==> src/rtl/demux_serial_dispatcher_if.sv <==
// demux_serial_dispatcher_if: producer-side bus of the serial dispatcher.
//   master (producer) drives data_in/dest/load and observes the rest.
//   slave (dispatcher) drives ready, sel0/sel1, ser_out, bit_valid, done.
interface demux_serial_dispatcher_if #(parameter int WIDTH = 8);
    logic [WIDTH-1:0] data_in;
    logic [1:0]       dest;
    logic             load;
    logic             ready;
    logic             sel0;
    logic             sel1;
    logic             ser_out;
    logic             bit_valid;
    logic             done;
    modport master (
        output data_in, dest, load,
        input  ready, sel0, sel1, ser_out, bit_valid, done
    );
    modport slave (
        input  data_in, dest, load,
        output ready, sel0, sel1, ser_out, bit_valid, done
    );
endinterface

==> src/rtl/demux_serial_dispatcher.sv <==
// demux_serial_dispatcher: serialises a WIDTH-bit word LSB first toward a 1-to-4 demux.
//   clk, reset   : rising-edge clock, synchronous active-high reset
//   bus (slave)  : data_in/dest/load in; ready, sel0/sel1, ser_out, bit_valid, done out
//   DISPATCH_PARITY_EN : when defined, an even-parity bit follows the data bits.
// Every output is a register loaded from the current state, so each output
// trails the FSM state by one cycle (ready stays high the cycle after a capture).
module demux_serial_dispatcher #(
    parameter int WIDTH = 8
) (
    input  logic                   clk,
    input  logic                   reset,
    demux_serial_dispatcher_if.slave bus
);
`ifdef DISPATCH_PARITY_EN
    localparam int LEN = WIDTH + 1;
`else
    localparam int LEN = WIDTH;
`endif
    localparam int CW = $clog2(LEN);
    localparam logic [CW-1:0] LAST = CW'(LEN - 1);
    typedef enum logic [1:0] {IDLE, SHIFT, DONE} state_t;
    state_t         state_q, state_d;
    logic [CW-1:0]  cnt_q, cnt_d;
    logic [LEN-1:0] shreg_q, shreg_d, frame;
    logic [1:0]     sel_q, sel_d;
    logic           ready_q, ready_d;
    logic           ser_out_q, ser_out_d;
    logic           bit_valid_q, bit_valid_d;
    logic           done_q, done_d;
    logic           accept, last;
`ifdef DISPATCH_PARITY_EN
    assign frame = {^bus.data_in, bus.data_in};
`else
    assign frame = bus.data_in;
`endif
    assign accept = (state_q == IDLE) && bus.load;
    assign last   = (cnt_q == LAST);
    always_ff @(posedge clk) begin
        if (reset) begin
            state_q     <= IDLE;
            cnt_q       <= '0;
            shreg_q     <= '0;
            sel_q       <= '0;
            ready_q     <= 1'b1;
            ser_out_q   <= 1'b0;
            bit_valid_q <= 1'b0;
            done_q      <= 1'b0;
        end else begin
            state_q     <= state_d;
            cnt_q       <= cnt_d;
            shreg_q     <= shreg_d;
            sel_q       <= sel_d;
            ready_q     <= ready_d;
            ser_out_q   <= ser_out_d;
            bit_valid_q <= bit_valid_d;
            done_q      <= done_d;
        end
    end
    always_comb begin
        state_d = (state_q == IDLE)  ? (bus.load ? SHIFT : IDLE) :
                  (state_q == SHIFT) ? (last ? DONE : SHIFT) : IDLE;
    end
    always_comb begin
        shreg_d     = accept ? frame : (state_q == SHIFT) ? (shreg_q >> 1) : shreg_q;
        cnt_d       = (state_q == SHIFT && !last) ? cnt_q + CW'(1) : '0;
        sel_d       = accept ? bus.dest : sel_q;
        ready_d     = (state_q == IDLE);
        bit_valid_d = (state_q == SHIFT);
        ser_out_d   = (state_q == SHIFT) && shreg_q[0];
        done_d      = (state_q == DONE);
    end
    assign bus.ready     = ready_q;
    assign bus.sel0      = sel_q[1];
    assign bus.sel1      = sel_q[0];
    assign bus.ser_out   = ser_out_q;
    assign bus.bit_valid = bit_valid_q;
    assign bus.done      = done_q;
endmodule

==> src/flat_wrapper.sv <==
// flat-port wrapper written by rule: the top's interface ports become plain ports
module demux_serial_dispatcher_flat 
#(
    parameter int WIDTH = 8
)
  (clk, reset, bus_data_in, bus_dest, bus_load, bus_ready, bus_sel0, bus_sel1, bus_ser_out, bus_bit_valid, bus_done);
  demux_serial_dispatcher_if #(.WIDTH(WIDTH)) bus_i ();
  input  logic clk;
  input  logic reset;
  input wire logic [$bits(bus_i.data_in)-1:0] bus_data_in;
  input wire logic [$bits(bus_i.dest)-1:0] bus_dest;
  input wire logic [$bits(bus_i.load)-1:0] bus_load;
  output wire logic [$bits(bus_i.ready)-1:0] bus_ready;
  output wire logic [$bits(bus_i.sel0)-1:0] bus_sel0;
  output wire logic [$bits(bus_i.sel1)-1:0] bus_sel1;
  output wire logic [$bits(bus_i.ser_out)-1:0] bus_ser_out;
  output wire logic [$bits(bus_i.bit_valid)-1:0] bus_bit_valid;
  output wire logic [$bits(bus_i.done)-1:0] bus_done;
  assign bus_i.data_in = bus_data_in;
  assign bus_i.dest = bus_dest;
  assign bus_i.load = bus_load;
  assign bus_ready = bus_i.ready;
  assign bus_sel0 = bus_i.sel0;
  assign bus_sel1 = bus_i.sel1;
  assign bus_ser_out = bus_i.ser_out;
  assign bus_bit_valid = bus_i.bit_valid;
  assign bus_done = bus_i.done;
  demux_serial_dispatcher #(.WIDTH(WIDTH)) u_core (.clk(clk), .reset(reset), .bus(bus_i));
endmodule
==> config.mk <==
export PLATFORM = sky130hd
export DESIGN_NAME = demux_serial_dispatcher_flat
export DESIGN_NICKNAME = d
export VERILOG_FILES = /design/src/rtl/demux_serial_dispatcher_if.sv /design/src/rtl/demux_serial_dispatcher.sv /design/src/flat_wrapper.sv
export SDC_FILE = /design/constraint.sdc
export NUM_CORES = 1
export LEC_CHECK = 0
export ABC_AREA = 1
export CELL_PAD_IN_SITES_DETAIL_PLACEMENT = 1
export CELL_PAD_IN_SITES_GLOBAL_PLACEMENT = 2
export CORE_ASPECT_RATIO = 0.9
export CORE_MARGIN = 2
export CORE_UTILIZATION = 27
export DETAILED_ROUTE_END_ITERATION = 10
export PLACE_DENSITY_LB_ADDON = 0.2
export SLEW_MARGIN = 15
export SYNTH_ARGS = -nofsm -noshare
export SYNTH_HDL_FRONTEND = slang
export SYNTH_SLANG_ARGS = --single-unit
==> constraint.sdc <==
create_clock -name clk -period 1.05 [get_ports clk]
set_input_delay 0.105 -clock clk [delete_from_list [all_inputs] [get_ports clk]]
set_output_delay 0.105 -clock clk [all_outputs]
set_load 0.02 [all_outputs]
==> results.json, run 1 <==
{
  "coreArea_um2": 3020,
  "tightest_slew_ns": 0.197,
  "rsz0062_at_grt": "true",
  "setup_slack_ns": -0.0349,
  "fin_skew_ns": 0.00357,
  "fin_area_um2": 1210,
  "leakage_uw": 0.000552,
  "antenna_left": 0,
  "synth_fp_nets": 120,
  "status": "finished, violations left",
  "min_path_type": "in2reg",
  "worstSetupEndpointType": "flop",
  "cts.clk_slew.worst_paths_ns": 0.11,
  "irDropWorstVdd_uv": 610,
  "p_per_area_nw_per_um2": 1300,
  "synth_ff_type": "dfxtp_1",
  "drt_wl_total_um": 2040,
  "totalPowerFinal_uw": 1580,
  "synth_most_common_cell": "nand2_1",
  "clock_latency_ns": 0.31,
  "ioPinCount": 19,
  "fillCellCount": 388,
  "yosys-top-cells-area": "dfxtp_1 45%, nand2_1 9.7%, nand3_1 7.7%",
  "tritoncts": "yes",
  "min_period_over_period": 1.03,
  "post-route-drc-count": 0,
  "placed_cells": 173,
  "start_util": 0.281,
  "synth_area_um2": 850,
  "area_growth_pct": 43.0,
  "overflow": 0,
  "cp.arrival_ns": 1.34,
  "die_w_um": 63.1,
  "violations": "setup timing",
  "hold_path_depth": 3,
  "num_vias": 759,
  "crit_type": "reg2reg",
  "placed_area_um2": 1140,
  "ys_seq_area_frac": 0.448,
  "cts_hold_buffers": 0,
  "synthArstFlopShare": 0,
  "synth-seq-cells": 19,
  "die_h_um": 57.2,
  "num_antenna_cells": 0,
  "reg2reg_slack_ns": -0.03,
  "grtUsageTotal": 0.124,
  "yosysWarnings": 0,
  "r2r_start": "u_core.state_q[0]$_SDFF_PP0_",
  "root_buffer": "clkbuf_4",
  "slew_headroom": 0.868,
  "period_needed_ns": 1.08,
  "grt_max_degree": 11,
  "cts_sinks": 19,
  "hold_viol_final": 0,
  "fmax_ghz": 0.922,
  "dieArea_um2": 3610,
  "hpwl_um": 1460,
  "final_core_util": 0.402,
  "cp-start-kind": "flop",
  "fin_cells": 181,
  "drive_gt1_frac": 0.374,
  "drt_first_iter_violations": 14,
  "min_from": "bus_data_in[7]",
  "cp.required_ns": 1.30,
  "viasPerCell": 4.19,
  "cts_max_level": 1,
  "gp_congestion": 0.657,
  "yosysTopAreaCell": "dfxtp_1",
  "syn_avg_cell_area_um2": 8.09,
  "setup_viol": 6,
  "rows": 19,
  "yosysTopAreaCellShare": 0.448,
  "clock_path_buffers": 2,
  "syn_inst": 105,
  "reg2reg_depth": 5,
  "drv_cap": 0,
  "io_buffer_count": 18,
  "hold_ws_ns": 0.369,
  "synth_cell_types": 21,
  "routedWlPerCell_um": 11.2,
  "nNetsFinal": 155,
  "dr.pass1.iters": 6,
  "reg2reg_to": "u_core.shreg_q[7]$_SDFFE_PP0P_",
  "grt_pass1_wl_um": 3450,
  "cp_max_fo": 6,
  "synth_edf_count": 0,
  "grt_pass1_vias": 797,
  "holdPathEnd": "u_core.shreg_q[7]$_SDFFE_PP0P_",
  "slew_viol_final": 0,
  "cts_buffers": 3,
  "antenna_found_initial": 0,
  "ys_top_cells_by_count": "22 x nand2_1, 19 x dfxtp_1, 13 x nand3_1"
}
[cells by family after synthesis]
group / after synthesis / synth area share
buffers and inverters: 19 / 0.0987
flip-flops: 19 / 0.448
AO/OA/AOI/OAI: 12 / 0.119
adder cells (fa/ha/maj): 2 / 0.0295
AND/OR/NAND/NOR: 53 / 0.305
[worst max-delay path by stage]
stage | from | end
after floorplan | u_core.state_q[0]$_SDFF_PP0_ | u_core.shreg_q[1]$_SDFFE_PP0P_
after CTS | u_core.state_q[0]$_SDFF_PP0_ | u_core.shreg_q[7]$_SDFFE_PP0P_
after global placement | bus_load | u_core.shreg_q[7]$_SDFFE_PP0P_
after global routing | u_core.state_q[0]$_SDFF_PP0_ | u_core.shreg_q[4]$_SDFFE_PP0P_
after detailed placement | bus_load | u_core.shreg_q[3]$_SDFFE_PP0P_
final | u_core.state_q[0]$_SDFF_PP0_ | u_core.shreg_q[7]$_SDFFE_PP0P_
[cell usage in the layout (no fill, tap or decap), types with 3 or more instances in the layout]
master | netlist | routed
a21oi_2 | 7 | 7
buf_4 | 0 | 11
clkbuf_2 | 0 | 4
clkbuf_4 | 0 | 3
clkdlybuf4s50_1 | 0 | 12
dfxtp_1 | 19 | 17
inv_1 | 11 | 10
inv_2 | 3 | 4
nand2_1 | 22 | 19
nand2_2 | 2 | 5
nand2_4 | 2 | 3
nand3_1 | 13 | 13
nor2_1 | 8 | 8
nor2_2 | 3 | 3
[worst max-delay path, stage by stage, from the launching register on]
cell     delay, ns
dfxtp_4       0.38
buf_6         0.13
o21ai_4       0.21
buf_12        0.15
nand2_1       0.06
a21oi_2       0.12
[stage by stage]
stage,worst slack [ns],TNS [ns]
floorplan,0.0981,0
global route,-0.0826,-0.665
finish,-0.0349,-0.152
global placement,-0.188,-1.62
CTS,0.00128,0
detailed placement,-0.198,-1.74
[what timing repair did]
item,in CTS,in global routing
pin swaps,8,7
gates resized for setup,16,13
buffers inserted,0,3
gates cloned,0,1
setup endpoints to repair,20,20
[power breakdown]
part / switching, uW / total (uW) / internal (uW)
clock: 236 / 385 / 148
sequential: 31.8 / 802 / 770
combinational: 195 / 391 / 195
[final cells by class]
type,instances,area (um2),area share
Multi-Input combinational cell,68,404,0.333
Sequential cell,19,385,0.317
Timing Repair Buffer,32,284,0.234
Inverter,16,62.6,0.0515
Tap cell,42,52.6,0.0433
Clock buffer,4,26.3,0.0216
[metal layers]
| layer | track usage | part of all wire |
|---|---|---|
| met1 | 0.149 | 0.49 |
| met3 | 0.0434 | 0.054 |
| met5 | 0 | 0 |
| met2 | 0.210 | 0.44 |
| met4 | 0.0381 | 0.0093 |
[sequential cells by signal, indices dropped and copies added, names as in the netlist]
name                  flops
u_core.shreg_q            8
u_core.cnt_q              3
u_core.sel_q              2
u_core.state_q            2
u_core.bus.bit_valid      1
u_core.bus.done           1
u_core.bus.ready          1
u_core.bus.ser_out        1
No activity file was read; power rests on OpenSTA's default activity.
==> run 2: changes to the inputs <==
Settings changed: GPL_TIMING_DRIVEN from default to 1.
==> results of run 2 <==
Final layout, timing and power as in run 1 (identical DEF).
